[config.mk]
export PLATFORM = sky130hd
export DESIGN_NAME = cfg_commit_sched_flat
export DESIGN_NICKNAME = d
export VERILOG_FILES = /design/src/rtl/cfg_pkg.sv /design/src/rtl/cfg_commit_sched_if.sv /design/src/rtl/cfg_wr_fifo.sv /design/src/rtl/cfg_commit_sched.sv /design/src/flat_wrapper.sv
export SDC_FILE = /design/constraint.sdc
export NUM_CORES = 1
export LEC_CHECK = 0
export CAP_MARGIN = 30
export CORE_ASPECT_RATIO = 0.75
export CORE_MARGIN = 2
export CORE_UTILIZATION = 61
export CTS_BUF_LIST = sky130_fd_sc_hd__clkbuf_8 sky130_fd_sc_hd__clkbuf_16
export DETAILED_ROUTE_END_ITERATION = 7
export PLACE_DENSITY = 0.82
export SYNTH_ARGS = -nofsm -noshare
export SYNTH_HDL_FRONTEND = slang
export SYNTH_SLANG_ARGS = --single-unit
[constraint.sdc]
create_clock -name clk -period 8.2 [get_ports clk]
set_input_delay 0.82 -clock clk [delete_from_list [all_inputs] [get_ports clk]]
set_output_delay 0.82 -clock clk [all_outputs]
set_load 0.05 [all_outputs]
[src/rtl/cfg_pkg.sv]
// Shared types and constants for the configuration write path.
package cfg_pkg;

    localparam int unsigned CFG_ADDR_W   = 7;
    localparam int unsigned CFG_DATA_W   = 8;
    localparam int unsigned CFG_NUM_REGS = 5;

    typedef struct packed {
        logic [CFG_ADDR_W-1:0] addr;
        logic [CFG_DATA_W-1:0] data;
    } cfg_wr_t;

    typedef enum logic [1:0] {
        StIdle  = 2'd0,
        StArmed = 2'd1,
        StDrain = 2'd2
    } cfg_state_e;

endpackage

[src/rtl/cfg_commit_sched_if.sv]
// Write-request handshake from the SPI register decoder into the commit scheduler.
interface cfg_commit_sched_if;
    import cfg_pkg::*;

    logic                  wr_valid;
    logic                  wr_ready;
    logic [CFG_ADDR_W-1:0] wr_addr;
    logic [CFG_DATA_W-1:0] wr_data;

    modport master (output wr_valid, output wr_addr, output wr_data, input wr_ready);
    modport slave  (input wr_valid, input wr_addr, input wr_data, output wr_ready);

endinterface

[src/rtl/cfg_wr_fifo.sv]
// Small synchronous circular FIFO; push and pop in one cycle are both honoured.
module cfg_wr_fifo #(
    parameter int unsigned Width = 15,
    parameter int unsigned Depth = 4,
    localparam int unsigned PtrW = $clog2(Depth),
    localparam int unsigned CntW = PtrW + 1
) (
    input  logic             clk,
    input  logic             rst,
    input  logic             push_i,
    input  logic [Width-1:0] din_i,
    input  logic             pop_i,
    output logic [Width-1:0] dout_o,
    output logic             full_o,
    output logic             empty_o,
    output logic [CntW-1:0]  count_o
);

    logic [Width-1:0] mem_q [Depth];
    logic [PtrW-1:0]  wr_ptr_q, wr_ptr_d;
    logic [PtrW-1:0]  rd_ptr_q, rd_ptr_d;
    logic [CntW-1:0]  cnt_q, cnt_d;
    logic             do_push, do_pop;

    assign full_o  = (cnt_q == CntW'(Depth));
    assign empty_o = (cnt_q == '0);
    assign count_o = cnt_q;
    assign dout_o  = mem_q[rd_ptr_q];
    assign do_push = push_i && !full_o;
    assign do_pop  = pop_i && !empty_o;

    // Depth is a power of two, so pointer overflow is the modulo wrap.
    always_comb begin
        wr_ptr_d = do_push ? PtrW'(wr_ptr_q + 1'b1) : wr_ptr_q;
        rd_ptr_d = do_pop  ? PtrW'(rd_ptr_q + 1'b1) : rd_ptr_q;
        cnt_d    = cnt_q + CntW'(do_push) - CntW'(do_pop);
    end

    always_ff @(posedge clk or posedge rst) begin
        if (rst) begin
            wr_ptr_q <= '0;
            rd_ptr_q <= '0;
            cnt_q    <= '0;
        end else begin
            wr_ptr_q <= wr_ptr_d;
            rd_ptr_q <= rd_ptr_d;
            cnt_q    <= cnt_d;
        end
    end

    always_ff @(posedge clk) begin
        if (do_push) begin
            mem_q[wr_ptr_q] <= din_i;
        end
    end

endmodule

[src/rtl/cfg_commit_sched.sv]
// Queues config writes and commits them to the live registers only at safe points.
// Optional drop_cnt output is built when CFG_COMMIT_DROP_CNT_EN is defined.
module cfg_commit_sched
    import cfg_pkg::*;
#(
    parameter int unsigned NUM_REGS    = CFG_NUM_REGS,
    parameter int unsigned DEPTH       = 4,
    parameter int unsigned TIMEOUT_CYC = 1024,
    localparam int unsigned CntW       = $clog2(DEPTH) + 1
) (
    input  logic                  clk,
    input  logic                  rst,
    cfg_commit_sched_if.slave     wr,
    input  logic                  period_end,
    input  logic                  flush,
    output logic                  pending,
`ifdef CFG_COMMIT_DROP_CNT_EN
    output logic [7:0]            drop_cnt,
`endif
    output logic [CFG_DATA_W-1:0] reg_0,
    output logic [CFG_DATA_W-1:0] reg_1,
    output logic [CFG_DATA_W-1:0] reg_2,
    output logic [CFG_DATA_W-1:0] reg_3,
    output logic [CFG_DATA_W-1:0] reg_4
);

    cfg_state_e            state_q, state_d;
    logic [31:0]           tmr_q, tmr_d;
    logic [CntW-1:0]       drain_q, drain_d;
    logic [CFG_DATA_W-1:0] regs_q [CFG_NUM_REGS];
    logic [CFG_DATA_W-1:0] regs_d [CFG_NUM_REGS];

    logic            accept, addr_ok, push, pop, full, empty, trigger;
    logic [CntW-1:0] count, count_nxt;
    cfg_wr_t         head, in_wr;

    assign wr.wr_ready = !full;
    assign accept      = wr.wr_valid && wr.wr_ready;
    assign addr_ok     = 32'(wr.wr_addr) < NUM_REGS;
    assign push        = accept && addr_ok;
    assign in_wr       = '{addr: wr.wr_addr, data: wr.wr_data};
    assign pending     = (count != '0);
    assign count_nxt   = count + CntW'(push) - CntW'(pop);
    assign trigger     = period_end || flush ||
                         ((TIMEOUT_CYC != 0) && (tmr_q == TIMEOUT_CYC - 1));

    cfg_wr_fifo #(
        .Width ($bits(cfg_wr_t)),
        .Depth (DEPTH)
    ) u_fifo (
        .clk     (clk),
        .rst     (rst),
        .push_i  (push),
        .din_i   (in_wr),
        .pop_i   (pop),
        .dout_o  (head),
        .full_o  (full),
        .empty_o (empty),
        .count_o (count)
    );

    always_comb begin
        state_d = state_q;
        tmr_d   = tmr_q;
        drain_d = drain_q;
        pop     = 1'b0;
        unique case (state_q)
            StIdle: begin
                if (push) begin
                    state_d = StArmed;
                    tmr_d   = '0;
                end
            end
            StArmed: begin
                tmr_d = tmr_q + 32'd1;
                // Snapshot uses registered count, so a same-cycle push waits for the next trigger.
                if (trigger) begin
                    drain_d = count;
                    state_d = StDrain;
                end
            end
            StDrain: begin
                if (drain_q != '0) begin
                    pop     = !empty;
                    drain_d = drain_q - 1'b1;
                end
                if (drain_q <= CntW'(1)) begin
                    state_d = (count_nxt != '0) ? StArmed : StIdle;
                    tmr_d   = '0;
                end
            end
            default: state_d = StIdle;
        endcase
    end

    always_comb begin
        regs_d = regs_q;
        for (int i = 0; i < CFG_NUM_REGS; i++) begin
            if (pop && (head.addr == CFG_ADDR_W'(i))) begin
                regs_d[i] = head.data;
            end
        end
    end

    always_ff @(posedge clk or posedge rst) begin
        if (rst) begin
            state_q <= StIdle;
            tmr_q   <= '0;
            drain_q <= '0;
            for (int i = 0; i < CFG_NUM_REGS; i++) begin
                regs_q[i] <= '0;
            end
        end else begin
            state_q <= state_d;
            tmr_q   <= tmr_d;
            drain_q <= drain_d;
            regs_q  <= regs_d;
        end
    end

    assign reg_0 = regs_q[0];
    assign reg_1 = regs_q[1];
    assign reg_2 = regs_q[2];
    assign reg_3 = regs_q[3];
    assign reg_4 = regs_q[4];

`ifdef CFG_COMMIT_DROP_CNT_EN
    logic [7:0] drop_cnt_q, drop_cnt_d;
    logic       drop_ev;

    assign drop_ev  = (accept && !addr_ok) || (wr.wr_valid && !wr.wr_ready);
    assign drop_cnt = drop_cnt_q;

    always_comb begin
        drop_cnt_d = drop_cnt_q;
        if (drop_ev && (drop_cnt_q != 8'hFF)) begin
            drop_cnt_d = drop_cnt_q + 8'd1;
        end
    end

    always_ff @(posedge clk or posedge rst) begin
        if (rst) begin
            drop_cnt_q <= '0;
        end else begin
            drop_cnt_q <= drop_cnt_d;
        end
    end
`endif

endmodule

[src/flat_wrapper.sv]
// flat-port wrapper written by rule: the top's interface ports become plain ports
module cfg_commit_sched_flat import cfg_pkg::*;
#(
    parameter int unsigned NUM_REGS    = CFG_NUM_REGS,
    parameter int unsigned DEPTH       = 4,
    parameter int unsigned TIMEOUT_CYC = 1024,
    localparam int unsigned CntW       = $clog2(DEPTH) + 1
)
  (clk, rst, period_end, flush, pending, reg_0, reg_1, reg_2, reg_3, reg_4, wr_wr_valid, wr_wr_addr, wr_wr_data, wr_wr_ready);
  cfg_commit_sched_if wr_i ();
  input  logic clk;
  input  logic rst;
  input  logic period_end;
  input  logic flush;
  output logic pending;
  output logic [CFG_DATA_W-1:0] reg_0;
  output logic [CFG_DATA_W-1:0] reg_1;
  output logic [CFG_DATA_W-1:0] reg_2;
  output logic [CFG_DATA_W-1:0] reg_3;
  output logic [CFG_DATA_W-1:0] reg_4;
  input wire logic [$bits(wr_i.wr_valid)-1:0] wr_wr_valid;
  input wire logic [$bits(wr_i.wr_addr)-1:0] wr_wr_addr;
  input wire logic [$bits(wr_i.wr_data)-1:0] wr_wr_data;
  output wire logic [$bits(wr_i.wr_ready)-1:0] wr_wr_ready;
  assign wr_i.wr_valid = wr_wr_valid;
  assign wr_i.wr_addr = wr_wr_addr;
  assign wr_i.wr_data = wr_wr_data;
  assign wr_wr_ready = wr_i.wr_ready;
  cfg_commit_sched #(.NUM_REGS(NUM_REGS), .DEPTH(DEPTH), .TIMEOUT_CYC(TIMEOUT_CYC)) u_core (.clk(clk), .rst(rst), .wr(wr_i), .period_end(period_end), .flush(flush), .pending(pending), .reg_0(reg_0), .reg_1(reg_1), .reg_2(reg_2), .reg_3(reg_3), .reg_4(reg_4));
endmodule
==> flow_summary.toml, run 1 <==
[run_status]
outcome = "completed"

[synthesis]
yosysTopAreaCell = "dfrtp_1"
synth_edf_count = 60
ys_warn_count = 0
synth-compound-area-share_pct = 7.41
synth.area.top_cells = "dfrtp_1 (33%), edfxtp_1 (28%), mux2_2 (7.5%)"
synth_fa_ha_area_share_pct = 3.79
synth_top_family_by_area = "simple AND/OR/NAND/NOR gates"
syn_area_sq_um = 6340
ys_seq_area_share_pct = 61.5
yosys-mux-area-fraction_pct = 11.7
syn-num-nets = 510
yosys.area.top_type_share_pct = 33.1
synth_ff_type = "dfrtp_1"
synthSimpleGateAreaFrac_pct = 11.8
async_flop_share_pct = 58.3
yosysUniqueCellTypes = 49
synthCells = 472
synth-seq-cells = 144
avgSynthCellArea_sq_um = 13.4
synth_xor_area_share_pct = 1.38

[clock_network]
cts.clk_slew.worst_paths_ns = 0.06
clkLatencyLatePin_ns = 0.41
cts_hold_buf = 0
cts_inserted_buffers = 17
cts_setup_buffers = 0
htree_levels = 4
cts_tree = "done"
clock_sinks = 144
cts_max_path_buffers = 2
root_buffer = "clkbuf_16"
cts_resized = 0

[worst_setup_path]
cp_max_fo = 29
cpMaxStageDelayCell = "or4_1"
timing.critical_path.cells = "clkdlybuf4s50_1 > or4b_4 > o41ai_4 > nand2_1 > or4_1 > a21oi_1"
end_kind = "register"
crit_family = "simple AND/OR/NAND/NOR gates"
cp.required_ns = 8.53
arrival_ns = 4.11
start_kind = "input port"
cpPeakStageDelay_ns = 0.71
critPathKind = "in2reg"
cp_num_buf_inv = 1

[sta]
clock_skew_ns = 0.00773
min_period_ns = 3.78
relSlewSlack_pct = 37.7
totalNegativeSetupSlack_ns = 0
hold_violations = 0
rsz0062_at_grt = "false"
post-route-period-util_pct = 46.1
worst_pin_slew_ns = 0.934
final_max_slew_viol_count = 0
fmax_ghz = 0.265
fin_ws_ns = 4.42
setup_viol = 0

[placement]
port_buffers = 61
place_congestion = 0.864
placed_area_sq_um = 7100
hpwl_mm = 8.92
place_ws_ns = 3.56

[grt]
grt_max_degree = 45
grt_pass1_vias = 4186
grt-ovfl-total = 0
grt_usage_pct = 26.3
grt_antenna_before_repair = 0
grt_pass1_wl_mm = 22.0

[floorplanning]
die_h_um = 92.3
die_w_um = 122
core_sq_um = 10200
row_count = 32
io-pin-count = 62
dieArea_sq_um = 11200
initial_core_util_pct = 62.1

[routing]
wl_per_cell_um = 19.7
drc = 0
vias_per_cell = 6.13
first_pass_iters = 5
first_iter_violations = 509
wirelength_mm = 13.6
num_vias = 4233
final_antenna_net_count = 0

[worst_hold_path]
hp-class = "reg2reg"

[final_layout]
area_growth_pct = 21.3
multiInputGateArea_sq_um = 2290
register_area_sq_um = 3900
nets = 580
postLayoutCellArea_sq_um = 7690
drive_above_1_share_pct = 16.2
fillers = 627
num_antenna_cells = 0

[pwr]
vdd_drop_max_uv = 229
power_density_nw_per_um2 = 354
leakage_nw = 3.06

[run]
max-cap-violations = 0
==> logic make-up (layout without fill, tap and decap cells) <==
| kind of cell | count (synthesis) | after routing |
|---|---|---|
| XOR/XNOR | 10 | 10 |
| adder cells (fa/ha/maj) | 18 | 18 |
| flip-flops | 144 | 144 |
| AND/OR/NAND/NOR | 135 | 135 |
| multiplexers | 55 | 55 |
| buffers and inverters | 39 | 122 |
| AO/OA/AOI/OAI | 71 | 71 |
==> final timing paths <==
kind | startpoint | end | slack [ns] | cells past startpoint
max | wr_wr_addr[6] | u_core.tmr_q[26]$_DFFE_PP0P_ | 4.42 | 6
min | u_core.reg_2[1]$_DFFE_PP0P_ | u_core.reg_2[1]$_DFFE_PP0P_ | 0.50 | 1
max reg2reg | u_core.u_fifo.rd_ptr_q[0]$_DFFE_PP0P_ | u_core.reg_1[5]$_DFFE_PP0P_ | 4.96 | 5
min reg2reg | u_core.reg_2[1]$_DFFE_PP0P_ | u_core.reg_2[1]$_DFFE_PP0P_ | 0.50 | 1
max in group asynchronous | rst | u_core.u_fifo.rd_ptr_q[0]$_DFFE_PP0P_ | 6.72 | 4
min in group asynchronous | rst | u_core.reg_1[5]$_DFFE_PP0P_ | 0.87 | 3
==> cell type report <==
type                    instances  area share (%)
repair buffers                 65            8.55
flip-flops and latches        144            50.7
clock buffers                  17            5.53
multi-input cells             289            29.8
well taps                     136            2.21
clock inverters                15            1.98
inverters                      25            1.24
==> sequential cells by signal, summed over array words and instances (netlist names) <==
name                    cells
u_core.u_fifo.mem_q        60
u_core.tmr_q               32
u_core.reg_0                8
u_core.reg_1                8
u_core.reg_2                8
u_core.reg_3                8
u_core.reg_4                8
u_core.drain_q              3
u_core.u_fifo.count_o       3
u_core.state_q              2
u_core.u_fifo.rd_ptr_q      2
u_core.u_fifo.wr_ptr_q      2
==> cells in the mapped netlist (all sizes together) (5+ instances only) <==
cell / number
xnor2: 8
mux4: 11
nand3b: 5
o31ai: 6
inv: 25
dfrtp: 84
buf: 5
edfxtp: 60
nand2: 30
and2: 7
mux2: 42
nor4: 12
nor2: 13
ha: 16
a21oi: 16
nand4: 10
or3: 12
o21ai: 24
or4: 6
clkbuf: 9
nand3: 20
==> per-layer routing <==
layer	part of all wire (%)	up-vias	wire length (um)	GRT usage [%]
met4	1.2	0	161	7.47
met1	42	2109	5780	36.6
met5	0	-	0	0
met3	6.7	20	912	6.77
met2	50	180	6750	41.6
li1	-	1924	-	-
==> metrics by stage <==
step | utilization [%] | std cells | power (mW) | hold slack [ns]
after global placement | 69.3 | 656 | 1.93 | 0.487
after global routing | 75.4 | 691 | 2.86 | 0.519
after CTS | 75.2 | 689 | 2.73 | 0.505
after floorplan | - | 472 | 1.68 | 0.468
final | 75.4 | 691 | 2.72 | 0.502
after detailed placement | 69.6 | 657 | 1.97 | 0.493
==> report_power, final <==
group          switching [mW]  total (mW)  leakage (nW)  internal, mW
Combinational           0.613       0.997          1.09         0.383
Sequential              0.111       0.974          1.67         0.863
Clock                   0.281       0.752         0.291         0.470
Total                    1.01        2.72          3.06          1.72
==> placed cells by master, fill, tap and decap left out, types with 3 or more instances in the layout <==
cell type,Yosys,routed
nor4_1,12,12
clkinv_2,0,5
clkbuf_16,0,17
o22a_1,4,4
and2_1,7,7
nor2_1,13,13
mux2_2,42,42
clkdlybuf4s50_1,0,61
o21ai_0,24,24
mux4_2,11,11
nand3b_1,5,5
nand2_1,30,30
o31ai_1,6,6
nand4_1,10,10
nand3_1,20,20
bufinv_16,0,3
edfxtp_1,60,60
or4b_1,3,3
ha_1,16,16
a21oi_1,16,16
dfrtp_1,84,84
nand2b_1,3,3
a31oi_1,3,3
nor3_1,3,3
or4_1,6,6
xnor2_1,8,8
o21a_1,4,4
or3_1,12,12
inv_1,25,27
(Power assumes the default switching activity.)
==> run 2, diff against run 1 <==
--- a/config.mk
+++ b/config.mk
@@ -8,10 +8,10 @@
 export CAP_MARGIN = 30
 export CORE_ASPECT_RATIO = 0.75
 export CORE_MARGIN = 2
-export CORE_UTILIZATION = 61
+export CORE_UTILIZATION = 57
 export CTS_BUF_LIST = sky130_fd_sc_hd__clkbuf_8 sky130_fd_sc_hd__clkbuf_16
 export DETAILED_ROUTE_END_ITERATION = 7
-export PLACE_DENSITY = 0.82
+export PLACE_DENSITY = 0.78
 export SYNTH_ARGS = -nofsm -noshare
 export SYNTH_HDL_FRONTEND = slang
 export SYNTH_SLANG_ARGS = --single-unit
==> constraint.sdc (replaced) <==
create_clock -name clk -period 3.67 [get_ports clk]
set_input_delay 0.367 -clock clk [delete_from_list [all_inputs] [get_ports clk]]
set_output_delay 0.367 -clock clk [all_outputs]
set_load 0.05 [all_outputs]
==> run 2 against run 1 <==
Compared with the run above: first-iteration DRC count decreased by 25%; cell area up 2.1%; sequential share of layout area fell by 1.1 points; sequential power increased by 120%; clock skew grew 0.0029 ns; non-clock buffer count is 13 higher; clock-buffer cell count increased by 6; critical endpoint is now u_core.state_q[0]$_DFFE_PP0P_; largest cell class unchanged; highest routed layer unchanged.
==> flow_summary.toml, run 2 (synthesized netlist as in run 1, its figures left out) <==
[placement]
hpwl_mm = 9.15
port_buffers = 61
place_congestion = 0.863
placed_area_sq_um = 7210

[worst_setup_path]
critical_path.startpoint = "wr_wr_addr[4]"
critPathKind = "in2reg"
worstReg2RegStart = "u_core.state_q[0]$_DFFE_PP0P_"
arrival_ns = 3.43
start_kind = "input port"
cp.required_ns = 3.96
end_kind = "register"
cp_max_fo = 5
ff2ff_setup_slack_ns = 0.68

[final_layout]
layout_commonest_cell = "dfrtp_1"
reg_top3 = "u_core.u_fifo.mem_q (60), u_core.tmr_q (32)"
fillers = 705
final_util_pct = 72.1
area_growth_pct = 23.9
mostFrequentLayoutCells = "dfrtp_1 (84), clkdlybuf4s50_1 (61), edfxtp_1 (60)"
postLayoutCellArea_sq_um = 7860
register_area_sq_um = 3900
nets = 593
largest_register_ffs = 60
multiInputGateArea_sq_um = 2290
largest-register = "u_core.u_fifo.mem_q"
num_antenna_cells = 0
drive_above_1_share_pct = 19.0

[grt]
grt-ovfl-total = 0
grt_max_degree = 36
grt_usage_pct = 24.0
grt_pass1_wl_mm = 21.9
grt_pass1_vias = 4273
grt_antenna_before_repair = 0

[clock_network]
cts.clk_slew.worst_paths_ns = 0.06
cts_resized = 0
cts_hold_buf = 0
clock_sinks = 144
clkLatencyLatePin_ns = 0.41
cts_inserted_buffers = 17
cts_tree = "done"
cts_setup_buffers = 0
root_buffer = "clkbuf_16"
htree_levels = 4
cts_max_path_buffers = 2

[sta]
hold_violations = 0
clock_skew_ns = 0.0106
rsz0062_at_grt = "false"
final_max_slew_viol_count = 0
min_period_ns = 3.14
fmax_ghz = 0.319
post-route-period-util_pct = 85.5
totalNegativeSetupSlack_ns = 0
worst_hold_slack_ns = 0.248
relSlewSlack_pct = 54.0
setup_viol = 0
worst_pin_slew_ns = 0.689

[routing]
first_iter_violations = 383
final_antenna_net_count = 0
first_pass_iters = 4
vias_per_cell = 6.00
wirelength_mm = 13.5
wl_per_cell_um = 19.1
num_vias = 4248
drc = 0

[floorplanning]
row_count = 33
die_w_um = 126
initial_core_util_pct = 58.2
dieArea_sq_um = 12000
die_h_um = 95.4
core_sq_um = 10900
io-pin-count = 62

[run]
max-cap-violations = 0

[pwr]
power_density_nw_per_um2 = 802
leakage_nw = 3.14
vdd_drop_max_uv = 524

[run_status]
outcome = "completed"

[worst_hold_path]
hp-class = "in2async"
[run 2: path summary, 6_finish.rpt]
path / depth (start not counted) / end
min in group clk: 1 / u_core.reg_1[5]$_DFFE_PP0P_
worst max-delay path: 11 / u_core.state_q[0]$_DFFE_PP0P_
worst min-delay path: 2 / u_core.reg_4[3]$_DFFE_PP0P_
worst max register to register: 6 / u_core.reg_3[4]$_DFFE_PP0P_
worst min register to register: 1 / u_core.reg_1[5]$_DFFE_PP0P_
max in group asynchronous: 3 / u_core.reg_4[6]$_DFFE_PP0P_
[run 2: final cells by class]
| cell class | instances | area share, % |
|---|---|---|
| Clock buffer | 23 | 6.75 |
| Timing Repair Buffer | 78 | 9.55 |
| Clock inverter | 9 | 1.45 |
| Sequential cell | 144 | 49.7 |
| Inverter | 25 | 1.21 |
| Multi-Input combinational cell | 289 | 29.1 |
| Tap cell | 140 | 2.23 |
[run 2: worst max-delay path, stage by stage]
cell             delay [ns]
clkdlybuf4s50_1        0.48
or4b_4                 0.54
nor4_1                 0.40
inv_1                  0.08
ha_1                   0.28
inv_1                  0.04
ha_1                   0.18
fa_1                   0.44
nor4_1                 0.27
nor3_1                 0.08
mux2_2                 0.26
[run 2: report_power, final]
part,leakage [nW],switching (mW),internal (mW)
clock,0.317,0.664,1.16
sequential,1.67,0.193,1.93
combinational,1.16,1.44,0.915
total,3.14,2.30,4.01
[run 2: through the flow]
step | setup WS (ns) | std cells | total power [mW]
floorplan | 0.319 | 472 | 3.75
global placement | 0.217 | 676 | 4.41
detailed placement | 0.129 | 676 | 4.50
CTS | 0.553 | 708 | 6.33
global route | 0.371 | 708 | 6.61
finish | 0.533 | 708 | 6.30
[run 2: routing by layer]
metal | track usage, % | up-vias | wire length (um)
li1 | - | 1953 | -
met1 | 33.1 | 2136 | 6130
met2 | 38.9 | 144 | 6530
met3 | 5.72 | 15 | 710
met4 | 7.33 | 0 | 154
met5 | 0 | - | 0
